File: src/rtl/pipe_ctrl.sv
// Five-stage pipeline handshake controller: stage valids, allowin/ready_go, RAW stalls, branch squash.
// Optional forwarding build: define FORWARD_EN (load-use stalls only); otherwise any in-flight writer stalls ID.
module pipe_ctrl #(
  parameter int RF_AW = 5,
  parameter int CNT_W = 32
) (
  input  logic             clk,
  input  logic             rst,
  input  logic             if_wait,
  input  logic             ex_busy,
  input  logic             mem_wait,
  input  logic [RF_AW-1:0] id_rj,
  input  logic [RF_AW-1:0] id_rk,
  input  logic             id_use_rj,
  input  logic             id_use_rk,
  input  logic [RF_AW-1:0] ex_rd,
  input  logic [RF_AW-1:0] mem_rd,
  input  logic [RF_AW-1:0] wb_rd,
  input  logic             ex_rf_we,
  input  logic             mem_rf_we,
  input  logic             wb_rf_we,
  input  logic             ex_is_load,
  input  logic             ex_br_taken,
  output logic             fs_valid,
  output logic             ds_valid,
  output logic             es_valid,
  output logic             ms_valid,
  output logic             ws_valid,
  output logic             ds_allowin,
  output logic             es_allowin,
  output logic             ms_allowin,
  output logic             ws_allowin,
  output logic             fs_ready_go,
  output logic             ds_ready_go,
  output logic             es_ready_go,
  output logic             ms_ready_go,
  output logic             pc_en,
  output logic             br_flush,
  output logic [CNT_W-1:0] stall_cnt
);

  // Index 0 = EX, 1 = MEM, 2 = WB
  logic [2:0]       wr_valid;
  logic [2:0]       wr_we;
  logic [2:0]       wr_match;
  logic [RF_AW-1:0] wr_rd [3];
  logic             hazard;

  assign wr_valid = {ws_valid, ms_valid, es_valid};
  assign wr_we    = {wb_rf_we, mem_rf_we, ex_rf_we};
  assign wr_rd[0] = ex_rd;
  assign wr_rd[1] = mem_rd;
  assign wr_rd[2] = wb_rd;

  generate
    for (genvar gi = 0; gi < 3; gi++) begin : g_match
      assign wr_match[gi] = wr_valid[gi] & wr_we[gi] & (wr_rd[gi] != '0) &
                            ((id_use_rj & (id_rj == wr_rd[gi])) |
                             (id_use_rk & (id_rk == wr_rd[gi])));
    end
  endgenerate

`ifdef FORWARD_EN
  assign hazard = ds_valid & wr_match[0] & ex_is_load;
`else
  assign hazard = ds_valid & (|wr_match);
`endif

  assign fs_ready_go = ~if_wait;
  assign ds_ready_go = ~hazard;
  assign es_ready_go = ~ex_busy;
  assign ms_ready_go = ~mem_wait;

  assign ws_allowin = 1'b1;
  assign ms_allowin = ~ms_valid | (ms_ready_go & ws_allowin);
  assign es_allowin = ~es_valid | (es_ready_go & ms_allowin);
  assign ds_allowin = ~ds_valid | (ds_ready_go & es_allowin);

  // A taken branch only squashes the front end in the cycle it actually leaves EX.
  assign br_flush = ~rst & es_valid & es_ready_go & ms_allowin & ex_br_taken;
  assign pc_en    = fs_ready_go & ds_allowin & ~rst;

  always_ff @(posedge clk) begin
    if (rst) begin
      fs_valid  <= 1'b0;
      ds_valid  <= 1'b0;
      es_valid  <= 1'b0;
      ms_valid  <= 1'b0;
      ws_valid  <= 1'b0;
      stall_cnt <= '0;
    end else begin
      fs_valid <= 1'b1;
      if (br_flush) begin
        ds_valid <= 1'b0;
      end else if (ds_allowin) begin
        ds_valid <= fs_valid & fs_ready_go;
      end
      // A stalled ID leaves a bubble behind in EX.
      if (es_allowin) begin
        es_valid <= ds_valid & ds_ready_go & ~br_flush;
      end
      if (ms_allowin) begin
        ms_valid <= es_valid & es_ready_go;
      end
      if (ws_allowin) begin
        ws_valid <= ms_valid & ms_ready_go;
      end
      if (hazard & ~br_flush & ~(&stall_cnt)) begin
        stall_cnt <= stall_cnt + CNT_W'(1);
      end
    end
  end

endmodule

File: config.mk
export PLATFORM = sky130hd
export DESIGN_NAME = pipe_ctrl
export DESIGN_NICKNAME = d
export VERILOG_FILES = /design/src/rtl/pipe_ctrl.sv
export SDC_FILE = /design/constraint.sdc
export NUM_CORES = 1
export LEC_CHECK = 0
export ABC_AREA = 0
export BUFFER_PORTS_ARGS = -buffer_cell sky130_fd_sc_hd__buf_4
export CORE_MARGIN = 3
export CORE_UTILIZATION = 50
export DETAILED_ROUTE_END_ITERATION = 8
export GPL_TIMING_DRIVEN = 0
export PLACE_DENSITY_LB_ADDON = 0.2
export RECOVER_POWER = 25
export SETUP_SLACK_MARGIN = 0.1
export SYNTH_ARGS = -nofsm -noshare
export SYNTH_HDL_FRONTEND = slang
export SYNTH_SLANG_ARGS = --single-unit
File: constraint.sdc
create_clock -name clk -period 3.1 [get_ports clk]
set_input_delay 0.465 -clock clk [delete_from_list [all_inputs] [get_ports clk]]
set_output_delay 0.465 -clock clk [all_outputs]
set_load 0.005 [all_outputs]
==> impl_metrics.csv <==
group,metric,value,unit
cells_and_area,nFillCells,381,
clocking,ctsHoldBuffers,0,
clocking,cts_sinks,37,
yosys,synthMuxAreaShare,0.0233,
critical_path,crit_top_cell,"buf_4",
critical_path,worstSetupPathType,"input port to output pin",
global_routing,grt_start_max_net_pins,12,
critical_path,worstPathArrival,2.21,ns
yosys,synth_flop_cell,"dfxtp_1",
yosys,synthArstFlopShare,0,
floorplan,fp.dieW,74.8,µm
sta,fin_skew,0.00779,ns
yosys,synth_top_family_by_area,"simple AND/OR/NAND/NOR gates",
critical_path,crit_family,"simple AND/OR/NAND/NOR gates",
yosys,synth_compound_area_frac,0.193,
clocking,clockBufferDepth,2,
yosys,synth_simple_gate_area_frac,0.298,
power,max-vdd-ir-drop,262,µV
critical_path,crit_path_end_kind,"output pin",
yosys,synth-seq-cells,37,
floorplan,ios,84,
sta,hold_viol_final,0,
sta,setup_violations,0,
power,p_leak,1.16,nW
yosys,syn_nets,330,
critical_path,slowest_stage,"or4_1",
floorplan,start_util,0.532,
critical_path,cp_slowest_stage_delay,0.52,ns
sta,rsz0062_at_grt,"no",
cells_and_area,regArea,741,µm²
clocking,ctsResizeCount,0,
sta,fin_crit,2.68,ns
status,outcome,"completed",
sta,setup_tns,0,ns
route,wl,7.33,mm
sta,tightest_slew,0.608,ns
clocking,insertion_delay,0.29,ns
floorplan,rows,24,
floorplan,die_height,74.8,µm
cells_and_area,final_cell_mix,"62 x buf_4, 37 x dfxtp_1, 30 x xnor2_1",
critical_path,cp_max_fo,7,
clocking,post_cts_buffers,0,
yosys,synth_edf_count,0,
critical_path,crit_buf_inv,2,
global_routing,grt_remaining_overflow,0,
sta,min_period_over_period,0.864,
route,wl_per_cell,17.0,µm
route,drc,0,
flow_run,cap_violations,0,
clocking,clkTransAtPathRegs,0.08,ns
critical_path,path_cells,"buf_4, or4_1, o2111ai_1, nand3_1, a21oi_1, o211a_1, buf_4",
cells_and_area,post_layout_nonfiller_instances,432,
hold_path,hp-class,"input port to register",
critical_path,crit_required,2.63,ns
cells_and_area,multiInputGateArea,1500,µm²
critical_path,critPathLaunchType,"input port",
yosys,synthCells,292,
yosys,synth_warnings,0,
route,vias,2726,
yosys,syn_avg_cell_area,8.09,µm²
yosys,ys_types,39,
route,ant_nets,0,
cells_and_area,final_common_cell,"buf_4",
route,drt_first_pass_iters,5,
yosys,ys_seq_area_frac,0.313,
sta,max_slew_margin,0.594,
cells_and_area,layout.nets,418,
cells_and_area,drive_gt1_frac,0.268,
cells_and_area,area_growth,31.7,%
sta,slew_viol_final,0,
global_routing,antenna_found_initial,0,
placed_design,portBuffers,81,
sta,max_freq,373,MHz
yosys,synth-adder-area-share,0.00529,
clocking,cts_buffers,5,
yosys,netlist_area,2360,µm²
clocking,root_buffer,"clkbuf_8",
route,drt_iter0_drc,230,
power,power.density,310,nW/µm²
yosys,synth-xor-area-share,0.111,
clocking,htreeDepth,2,
global_routing,grt_pass1_vias,2419,
placed_design,dp_hpwl,5.48,mm
placed_design,place_inst,425,
cells_and_area,diodes,0,
floorplan,dieArea,5590,µm²
floorplan,coreArea,4440,µm²
global_routing,track_usage,0.264,
global_routing,grt_first_pass_wirelength,11.5,mm
route,via_per_inst,6.31,
placed_design,finalWeightedCongestion,0.872,
clocking,cts_tree,"yes",
-- path summary, 6_finish.rpt --
| kind | cells after the start | from | to | slack [ns] |
|---|---|---|---|---|
| setup / recovery | 7 | wb_rd[1] | pc_en | 0.42 |
| hold / removal | 4 | if_wait | ds_valid$_SDFFE_PP0P_ | 0.47 |
| setup reg to reg | 9 | stall_cnt[10]$_SDFFE_PP0P_ | stall_cnt[0]$_SDFFE_PP0P_ | 0.53 |
| hold reg to reg | 2 | stall_cnt[13]$_SDFFE_PP0P_ | stall_cnt[13]$_SDFFE_PP0P_ | 0.50 |
-- synth_stat cells, drive strengths merged, types with 3 or more instances --
master | number | area share
nor3 | 5 | 0.011
and3 | 11 | 0.029
clkbuf | 11 | 0.017
inv | 6 | 0.0095
a21oi | 22 | 0.047
o21a | 3 | 0.0095
nand3 | 13 | 0.028
nand4 | 17 | 0.045
o41ai | 4 | 0.015
nor2 | 11 | 0.017
xnor2 | 30 | 0.11
mux2 | 4 | 0.019
nor2b | 4 | 0.011
o311ai | 4 | 0.015
buf | 10 | 0.027
or2 | 4 | 0.011
dfxtp | 37 | 0.31
or4 | 20 | 0.064
o21ai | 4 | 0.0085
nor4 | 4 | 0.011
nand2 | 25 | 0.040
and4 | 5 | 0.019
o22ai | 3 | 0.0079
o2111ai | 4 | 0.015
o31ai | 17 | 0.054
-- routing by layer --
layer  share of wire  GRT usage  vias up
met2            0.46      0.404      158
met4           0.020      0.113        0
met1            0.43      0.357     1260
met5               0          0        -
li1                -          -     1288
met3           0.097     0.0601       20
-- cell families (layout without fill, tap and decap cells) --
family	count (synthesis)	count (layout)
adder cells (fa/ha/maj)	1	1
multiplexers	5	5
AND/OR/NAND/NOR	124	124
XOR/XNOR	30	30
AO/OA/AOI/OAI	67	67
other	1	1
flip-flops	37	37
buffers and inverters	27	115
-- flip-flops by register name, indices dropped and copies added (netlist names) --
signal and count:
ds_valid 1, es_valid 1, stall_cnt 32, ms_valid 1, ws_valid 1, fs_valid 1
-- per-stage QoR --
step | util | setup WS (ns) | power, mW | hold WS, ns | area (µm²)
5_1_grt | 0.700 | 0.284 | 1.00 | 0.502 | 3110
2_1_floorplan | - | 0.750 | 0.551 | 0.476 | 2360
6_report | 0.700 | 0.422 | 0.963 | 0.474 | 3110
3_3_place_gp | 0.683 | 0.433 | 0.619 | 0.478 | 3040
3_5_place_dp | 0.683 | 0.352 | 0.622 | 0.487 | 3040
4_1_cts | 0.704 | 0.426 | 0.967 | 0.479 | 3130
-- cell type report --
cell class / count / share of cell area
tap: 52 / 0.0209
clock inverter: 1 / 0.00241
inverter: 6 / 0.00724
buffer: 21 / 0.0338
multi-input combinational: 228 / 0.480
clock buffer: 6 / 0.0265
timing repair buffer: 81 / 0.191
sequential: 37 / 0.238
-- power by group --
part / internal, mW / switching (mW) / total [mW]
Sequential: 0.477 / 0.00231 / 0.479
Clock: 0.176 / 0.176 / 0.352
Combinational: 0.0702 / 0.0617 / 0.132
Total: 0.723 / 0.240 / 0.963
-- worst register-to-register path, stage by stage, from the launching register on --
cell and delay [ns]:
dfxtp_1 0.44, and4_1 0.30, and3_1 0.24, and3_1 0.21, nand4_1 0.15, nor2_1 0.17, buf_2 0.23, clkbuf_1 0.46
o21ai_0 0.16, a21oi_1 0.14
No activity file was read; power rests on OpenSTA's default activity.
